==> src/rtl/i_cache_pkg.sv <==
// Shared types and defaults for the direct-mapped instruction cache.
package i_cache_pkg;

  localparam int unsigned ICACHE_INDEX_BITS = 6;

  typedef enum logic {
    ICACHE_IDLE = 1'b0,
    ICACHE_MISS = 1'b1
  } icache_state_e;

  // Word address of a byte PC; the low two bits never select anything.
  function automatic logic [29:0] word_of(input logic [31:0] pc);
    return pc[31:2];
  endfunction

endpackage

==> src/rtl/i_cache_if.sv <==
// Fetch-stage and memory-controller fetch-port signals of the instruction cache.
interface i_cache_if;
  logic        fetch_req;
  logic [31:0] fetch_pc;
  logic        flush;
  logic        fetch_ready;
  logic        fetch_valid;
  logic [31:0] fetch_inst;
  logic        mem_fetch_enable;
  logic [31:0] mem_inst_addr;
  logic        mem_valid;
  logic [31:0] mem_data;

  modport slave (
    input  fetch_req, fetch_pc, flush, mem_valid, mem_data,
    output fetch_ready, fetch_valid, fetch_inst, mem_fetch_enable, mem_inst_addr
  );

  modport master (
    output fetch_req, fetch_pc, flush, mem_valid, mem_data,
    input  fetch_ready, fetch_valid, fetch_inst, mem_fetch_enable, mem_inst_addr
  );
endinterface

==> src/rtl/i_cache_line_store.sv <==
// Valid/tag/data arrays: combinational read by index, synchronous write, async valid clear.
module i_cache_line_store #(
  parameter int unsigned INDEX_BITS = 6
) (
  input  logic                   clk,
  input  logic                   rst,
  input  logic [INDEX_BITS-1:0]  rd_index,
  output logic                   rd_valid,
  output logic [29-INDEX_BITS:0] rd_tag,
  output logic [31:0]            rd_data,
  input  logic                   wr_en,
  input  logic [INDEX_BITS-1:0]  wr_index,
  input  logic [29-INDEX_BITS:0] wr_tag,
  input  logic [31:0]            wr_data
);
  localparam int unsigned Lines   = 1 << INDEX_BITS;
  localparam int unsigned TagBits = 30 - INDEX_BITS;

  logic [Lines-1:0]   valid_q;
  logic [TagBits-1:0] tag_q  [Lines];
  logic [31:0]        data_q [Lines];

  always_ff @(posedge clk or posedge rst) begin
    if (rst) begin
      valid_q <= '0;
    end else if (wr_en) begin
      valid_q[wr_index] <= 1'b1;
    end
  end

  // Tag/data need no reset: they are only observed through a set valid bit.
  always_ff @(posedge clk) begin
    if (wr_en) begin
      tag_q[wr_index]  <= wr_tag;
      data_q[wr_index] <= wr_data;
    end
  end

  assign rd_valid = valid_q[rd_index];
  assign rd_tag   = tag_q[rd_index];
  assign rd_data  = data_q[rd_index];

endmodule

==> src/rtl/i_cache.sv <==
// Direct-mapped read-only instruction cache, one outstanding word fetch.
// Define ICACHE_STAT_EN to add the hit_count/miss_count statistics outputs.
module i_cache
  import i_cache_pkg::*;
#(
  parameter int unsigned INDEX_BITS = ICACHE_INDEX_BITS
) (
  input  logic        clk,
  input  logic        rst,
  input  logic        rdy,
  i_cache_if.slave    bus
`ifdef ICACHE_STAT_EN
  ,
  output logic [31:0] hit_count,
  output logic [31:0] miss_count
`endif
);
  localparam int unsigned TagBits = 30 - INDEX_BITS;

  icache_state_e      state_q;
  logic               drop_q;
  logic               fetch_valid_q;
  logic [31:0]        fetch_inst_q;
  logic               mem_en_q;
  logic [29:0]        req_word_q;

  logic               line_valid;
  logic [TagBits-1:0] line_tag;
  logic [31:0]        line_data;
  logic [29:0]        pc_word;
  logic               hit;
  logic               fill;

  assign pc_word = word_of(bus.fetch_pc);
  assign hit     = line_valid && (line_tag == pc_word[29:INDEX_BITS]);
  assign fill    = rdy && (state_q == ICACHE_MISS) && bus.mem_valid;

  i_cache_line_store #(
    .INDEX_BITS(INDEX_BITS)
  ) u_store (
    .clk      (clk),
    .rst      (rst),
    .rd_index (pc_word[INDEX_BITS-1:0]),
    .rd_valid (line_valid),
    .rd_tag   (line_tag),
    .rd_data  (line_data),
    .wr_en    (fill),
    .wr_index (req_word_q[INDEX_BITS-1:0]),
    .wr_tag   (req_word_q[29:INDEX_BITS]),
    .wr_data  (bus.mem_data)
  );

`ifdef ICACHE_STAT_EN
  logic [31:0] hit_cnt_q;
  logic [31:0] miss_cnt_q;
  assign hit_count  = hit_cnt_q;
  assign miss_count = miss_cnt_q;
`endif

  always_ff @(posedge clk or posedge rst) begin
    if (rst) begin
      state_q       <= ICACHE_IDLE;
      drop_q        <= 1'b0;
      fetch_valid_q <= 1'b0;
      fetch_inst_q  <= '0;
      mem_en_q      <= 1'b0;
      req_word_q    <= '0;
`ifdef ICACHE_STAT_EN
      hit_cnt_q     <= '0;
      miss_cnt_q    <= '0;
`endif
    end else if (rdy) begin
      unique case (state_q)
        ICACHE_IDLE: begin
          fetch_valid_q <= 1'b0;
          if (!bus.flush && bus.fetch_req) begin
            if (hit) begin
              fetch_valid_q <= 1'b1;
              fetch_inst_q  <= line_data;
`ifdef ICACHE_STAT_EN
              hit_cnt_q     <= hit_cnt_q + 32'd1;
`endif
            end else begin
              req_word_q <= pc_word;
              mem_en_q   <= 1'b1;
              drop_q     <= 1'b0;
              state_q    <= ICACHE_MISS;
`ifdef ICACHE_STAT_EN
              miss_cnt_q <= miss_cnt_q + 32'd1;
`endif
            end
          end
        end
        ICACHE_MISS: begin
          fetch_valid_q <= 1'b0;
          if (bus.flush) begin
            drop_q <= 1'b1;
          end
          // The line is filled even when the delivery is dropped.
          if (bus.mem_valid) begin
            mem_en_q      <= 1'b0;
            fetch_valid_q <= ~(drop_q | bus.flush);
            fetch_inst_q  <= bus.mem_data;
            state_q       <= ICACHE_IDLE;
          end
        end
        default: state_q <= ICACHE_IDLE;
      endcase
    end
  end

  assign bus.fetch_ready      = (state_q == ICACHE_IDLE);
  assign bus.fetch_valid      = fetch_valid_q;
  assign bus.fetch_inst       = fetch_inst_q;
  assign bus.mem_fetch_enable = mem_en_q;
  assign bus.mem_inst_addr    = {req_word_q, 2'b00};

endmodule
==> src/flat_wrapper.sv <==
// flat-port wrapper written by rule: the top's interface ports become plain ports
module i_cache_flat import i_cache_pkg::*;
#(
  parameter int unsigned INDEX_BITS = ICACHE_INDEX_BITS
)
  (clk, rst, rdy, bus_fetch_req, bus_fetch_pc, bus_flush, bus_mem_valid, bus_mem_data, bus_fetch_ready, bus_fetch_valid, bus_fetch_inst, bus_mem_fetch_enable, bus_mem_inst_addr);
  i_cache_if bus_i ();
  input  logic clk;
  input  logic rst;
  input  logic rdy;
  input wire logic [$bits(bus_i.fetch_req)-1:0] bus_fetch_req;
  input wire logic [$bits(bus_i.fetch_pc)-1:0] bus_fetch_pc;
  input wire logic [$bits(bus_i.flush)-1:0] bus_flush;
  input wire logic [$bits(bus_i.mem_valid)-1:0] bus_mem_valid;
  input wire logic [$bits(bus_i.mem_data)-1:0] bus_mem_data;
  output wire logic [$bits(bus_i.fetch_ready)-1:0] bus_fetch_ready;
  output wire logic [$bits(bus_i.fetch_valid)-1:0] bus_fetch_valid;
  output wire logic [$bits(bus_i.fetch_inst)-1:0] bus_fetch_inst;
  output wire logic [$bits(bus_i.mem_fetch_enable)-1:0] bus_mem_fetch_enable;
  output wire logic [$bits(bus_i.mem_inst_addr)-1:0] bus_mem_inst_addr;
  assign bus_i.fetch_req = bus_fetch_req;
  assign bus_i.fetch_pc = bus_fetch_pc;
  assign bus_i.flush = bus_flush;
  assign bus_i.mem_valid = bus_mem_valid;
  assign bus_i.mem_data = bus_mem_data;
  assign bus_fetch_ready = bus_i.fetch_ready;
  assign bus_fetch_valid = bus_i.fetch_valid;
  assign bus_fetch_inst = bus_i.fetch_inst;
  assign bus_mem_fetch_enable = bus_i.mem_fetch_enable;
  assign bus_mem_inst_addr = bus_i.mem_inst_addr;
  i_cache #(.INDEX_BITS(INDEX_BITS)) u_core (.clk(clk), .rst(rst), .rdy(rdy), .bus(bus_i));
endmodule
==> config.mk <==
export PLATFORM = sky130hd
export DESIGN_NAME = i_cache_flat
export DESIGN_NICKNAME = d
export VERILOG_FILES = /design/src/rtl/i_cache_pkg.sv /design/src/rtl/i_cache_if.sv /design/src/rtl/i_cache_line_store.sv /design/src/rtl/i_cache.sv /design/src/flat_wrapper.sv
export SDC_FILE = /design/constraint.sdc
export NUM_CORES = 2
export LEC_CHECK = 0
export CAP_MARGIN = 20
export CORE_ASPECT_RATIO = 0.9
export CORE_MARGIN = 3
export CORE_UTILIZATION = 56
export DETAILED_ROUTE_END_ITERATION = 6
export GPL_TIMING_DRIVEN = 0
export PLACE_DENSITY_LB_ADDON = 0.1
export SKIP_CTS_REPAIR_TIMING = 1
export SLEW_MARGIN = 10
export SYNTH_ARGS = -nofsm -noshare
export SYNTH_HDL_FRONTEND = slang
export SYNTH_SLANG_ARGS = --single-unit
==> constraint.sdc <==
create_clock -name clk -period 4.1 [get_ports clk]
set_input_delay 0.615 -clock clk [delete_from_list [all_inputs] [get_ports clk]]
set_output_delay 0.615 -clock clk [all_outputs]
set_load 0.02 [all_outputs]
# ---- Yosys cells after proc, flatten, opt, wreduce, memory -nomap -nowiden
# Memories as Yosys holds them, arrays and structs flattened.
# Index checks and enable logic that the tools add are counted.
dict set report totals {
  regBits 130
  ramBits 3584
  inputBits 70
  out_inout_bits 67
  wordCells 59
  mem_count 2
}
# memory words width rd rd_ports_with_merged_regs wr line
set memory_table {}
lappend memory_table {u_core.u_store.data_q 64 32 1 0 1 i_cache_line_store.sv:21} ;# logic [31:0] data_q [Lines];
lappend memory_table {u_core.u_store.tag_q 64 24 1 0 1 i_cache_line_store.sv:20} ;# logic [TagBits-1:0] tag_q [Lines];
dict set report classes {
  n_lt_le_gt_ge 3
  n_eq_ne 6
  mux 26
  bitwise 5
  n_reduce_logical 10
}
# operator n
set ops {}
lappend ops {{$mux 32} 3}
lappend ops {{$or 64x64->64} 1}
lappend ops {{$pmux 32 s2} 1}
lappend ops {{$eq 24x24->1} 1}
lappend ops {{$mux 1} 16}
lappend ops {{$reduce_and 4->1} 4}
lappend ops {{$lt 6x7->1 const B} 2}
lappend ops {{$pmux 1 s2} 4}
lappend ops {{$bmux 1 s6} 1}
lappend ops {{$demux 1 s6} 1}
lappend ops {{$ge 6x1->1 const B} 1}
lappend ops {{$ne 2x2->1 const B} 3}
lappend ops {{$logic_and 1x1->1} 5}
lappend ops {{$ne 2x1->1 const B} 2}
lappend ops {{$not 1->1} 3}
lappend ops {{$logic_not 1->1} 1}
lappend ops {{$or 1x1->1} 1}

# ---- Depth between registers and ports, before layout
dict set report logic_depth {
  depth_word 6
  depth_mapped 18
  mapped_depth_nobuf 10
}

# ---- Cells and area by module
# From an unflattened synthesis, not the netlist that was laid out.
dict set report unflattened {
  hier_cells 6220
  area_unflattened_um2 141245.5
}
# module instances cells_each area_each_um2 seq_area_each_um2
set modules_own_cells {}
lappend modules_own_cells {i_cache_line_store 1 5996 138024.9 109224.8}
lappend modules_own_cells {i_cache 1 224 3220.6 1651.6}

# ---- Worst setup path before layout
# No wires, ideal clock.
dict set report synth_timing {
  path_type {register -> register}
  startpoint {register u_core.req_word_q[4]}
  endpoint {memory u_core.u_store.data_q[16][0], enable pin}
  arrival_ns 3.683
  required_time_ns 3.629
  slack_ns -0.054
  path_stages_with_launch 5
  path_buffers 2
  synth_period_minus_slack_ns 4.154
  cell_sequence {dfrtp_1 > clkbuf_1 > or3b_2 > clkbuf_1 > nor2_1}
}
# element line
set synth_lines {}
lappend synth_lines {{start, declared} i_cache.sv:25} ;# logic [29:0] req_word_q;
lappend synth_lines {{start signal, assigned} i_cache.sv:84} ;# req_word_q <= pc_word;
lappend synth_lines {{end, declared} i_cache_line_store.sv:21}
# No word-level cell before the write port.

# ---- Worst setup path in the final report
dict set report layout_timing {
  startpoint {register u_core.state_q}
  endpoint {memory u_core.u_store.tag_q[1][5] (netlist name), enable pin}
}
dict set report layout_between {
  elab_chain_cells 4
}
# element line
set layout_rtl {}
lappend layout_rtl {{start, declared} i_cache.sv:20} ;# icache_state_e state_q;
lappend layout_rtl {{start signal, assigned} i_cache.sv:62} ;# state_q <= ICACHE_IDLE;
lappend layout_rtl {{start signal, assigned} i_cache.sv:87} ;# state_q <= ICACHE_MISS;
lappend layout_rtl {{start signal, assigned} i_cache.sv:104} ;# state_q <= ICACHE_IDLE;
lappend layout_rtl {{$logic_and 1x1->1 (2 in series)} i_cache.sv:36} ;# assign fill = rdy && (state_q == ICACHE_MISS) && bus.mem_valid;
lappend layout_rtl {{$mux 1} i_cache_line_store.sv:33} ;# if (wr_en) begin
lappend layout_rtl {{$mux 1 (not written as such)} i_cache_line_store.sv:34} ;# tag_q[wr_index] <= wr_tag;
lappend layout_rtl {{end, declared} i_cache_line_store.sv:20}
# Every way passes these cells.

==> flow_summary_export.csv <==
group,metric,value,unit
clocking,root_buffer,"clkbuf_16",
pwr,p_seq_share,52.1,%
cells_and_area,syn_to_final_growth,18.9,%
clocking,clock_latency,0.91,ns
placement,numPortBuffers,130,
pwr,p_sw,0.0194,W
routing,vias,78000,
timing,fmax,227,MHz
global_routing,grt_overflow,0,
pwr,p_total,0.0842,W
clocking,tritoncts,"done",
die,dieArea,262000,um2
routing,drc,0,
yosys,synth.avg_cell_area,22.6,um2
timing,tightest_slew,1.13,ns
placement,pre_cts_slack,-3.21,ns
routing,firstDrtPassIters,6,
run,max_cap_violations,0,
routing,wire_per_inst,43.4,um
timing,period_needed,4.41,ns
cells_and_area,stdcell_count,10900,
die,initial_core_util,56.6,%
cells_and_area,layout_commonest_cell,"edfxtp_1",
worst_setup_path,cp-start-kind,"register",
yosys,yosysSeqAreaShare,77.2,%
run_status,violations,"negative setup slack",
clocking,cts_buffers,366,
worst_setup_path,path_class,"register to register",
worst_setup_path,reg2reg_slack,-0.31,ns
yosys,async_flop_share,3.50,%
pwr,combPwrFrac,8.8,%
die,dieHeight,486,um
die,io_pins,137,
pwr,p_leak,56.1,nW
cells_and_area,final_layout_size_suffix_gt1_share,32.1,%
placement,routabilityCongestion,0.858,
clocking,clk_pin_slew,0.06,ns
routing,drt_wl_total,474000,um
yosys,synthDistinctLibCells,88,
timing,whs,0.0429,ns
cells_and_area,final_cell_mix,"edfxtp_1 (3,584), mux4_2 (838), mux2i_1 (396)",
worst_setup_path,cp_max_fo,15,
placement,place_area,157000,um2
clocking,cts_sinks,3714,
timing,rsz0062_at_grt,"true",
routing,first_iter_violations,15100,
pwr,power_density,493,nW/um2
placement,dpl.hpwl,317000,um
yosys,synth_edf_count,3584,
clocking,clock_path_buffers,4,
run_status,outcome,"finished, violations left",
worst_setup_path,cp.required,4.70,ns
global_routing,grt_antenna_before_repair,19,
global_routing,grt_pass1_vias,74600,
timing,finalHoldViolCount,0,
pwr,p_int,0.0648,W
die,core_area,254000,um2
die,fp-row-count,175,
timing,finalMaxSlewViolations,0,
cells_and_area,nets,7320,
yosys,yosys_warnings,0,
global_routing,grt_use_total,35.8,%
timing,finalClockSkew,0.0527,ns
worst_setup_path,crit_arrival,5.01,ns
global_routing,grt_pass1_wl,635000,um
placement,place_inst,10200,
timing,finalWorstSetupSlack,-0.305,ns
routing,vias_per_cell,7.15,
routing,antenna_left,0,
cells_and_area,final_design_area_no_fill,171000,um2
yosys,ys_seq_elements,3714,
yosys,postSynthCellCount,6356,
pwr,p_clk_share,39.1,%
die,die_w,540,um
pwr,vdd_ir_drop_max,0.364,mV
yosys,synth-main-ff-cell,"edfxtp_1",
timing,slew_headroom,24.6,%
timing,fin_crit_sh,107,%
timing,setup_viol,389,
global_routing,grt_max_degree,67,
clocking,htree_levels,5,
worst_setup_path,endpoint_kind,"register",
yosys,syn_area,144000,um2
min_path,hold_path.class,"input pin to register",
pwr,sw_frac_of_total,23.0,%
## power by group through the flow
stage / combinational (W) / sequential (W) / clock [W]
floorplan: 0.00276 / 0.0452 / 0
global placement: 0.00549 / 0.0455 / 0
detailed placement: 0.00701 / 0.0446 / 0
CTS: 0.00704 / 0.0438 / 0.0331
global route: 0.00762 / 0.0439 / 0.0346
finish: 0.00741 / 0.0438 / 0.0330
## Yosys cell counts, types with 16 or more instances
master / n / area, um2
mux4_1: 27 / 709
mux2_4: 57 / 856
dfrtp_1: 130 / 3250
mux2_2: 36 / 405
nand3_1: 59 / 295
a21oi_1: 69 / 345
a221oi_1: 22 / 193
buf_1: 33 / 124
nor2_1: 124 / 465
o221ai_1: 16 / 140
nand2_1: 128 / 480
a22oi_1: 161 / 1210
edfxtp_1: 3584 / 108000
buf_2: 112 / 561
o22ai_1: 34 / 213
buf_4: 42 / 315
mux4_2: 838 / 18900
a31oi_1: 18 / 113
mux2i_1: 403 / 4030
buf_6: 31 / 349
or2_2: 72 / 450
nor3_1: 19 / 95.1
o21ai_0: 18 / 90.1
clkbuf_1: 103 / 387
## metal layers
layer / GRT usage (%) / wire length, um
met5: 0 / 101
met4: 16.5 / 26500
met3: 9.09 / 66900
met2: 52.6 / 211000
met1: 51.4 / 169000
## state kept, by name (all words and copies together), names as in the netlist, 30 cells and up
signal / count
u_core.u_store.valid_q: 64
u_core.req_word_q: 30
u_core.bus.fetch_inst: 32
u_core.u_store.tag_q: 1536
u_core.u_store.data_q: 2048
## final timing paths
kind	from	endpoint	cells past startpoint
max	u_core.state_q	u_core.u_store.tag_q[1][5]	9
min in group asynchronous	rst	u_core.u_store.valid_q[60]	2
max in group asynchronous	rst	u_core.bus.fetch_inst[9]	4
min	bus_mem_data[27]	u_core.u_store.data_q[30][27]	1
max reg2reg	u_core.state_q	u_core.u_store.tag_q[1][5]	9
min reg2reg	u_core.u_store.valid_q[1]	u_core.u_store.valid_q[1]	1
## metrics by stage
stage,TNS (ns),util (%)
after floorplan,-80.17,-
after global placement,-,58.7
after detailed placement,-318.62,61.9
after CTS,-142.11,66.5
after global routing,-9.92,67.3
final,-41.58,67.3
## layout make-up
cell class	instances	area, um2
clock buffer	481	10000
multi-input combinational	2292	31500
clock inverter	172	1520
sequential	3714	111000
tap	3363	4210
fill	15700	83000
antenna	7	17.5
buffer	341	3210
inverter	9	47.5
timing repair buffer	526	9330
## worst max-delay path, stage by stage, from the launching register on
cell and delay, ns:
dfrtp_1 0.44, buf_4 0.28, nand3_1 0.53, nor2_1 0.47
nand3b_1 0.76, nor2_4 0.77, buf_16 0.26, buf_16 0.19
buf_16 0.18, buf_16 0.17
## cell families (layout without fill, tap and decap cells)
logic type	Yosys count	count (layout)	share of synthesized area, %
xor+xnor	15	15	0.0915
buf+inv	351	1529	1.50
flops	3714	3714	77.2
mux	1361	1361	17.3
simple gates	507	507	1.79
other cells	1	9	0.00261
compound gates	407	407	2.05
(Power assumes the default switching activity.)
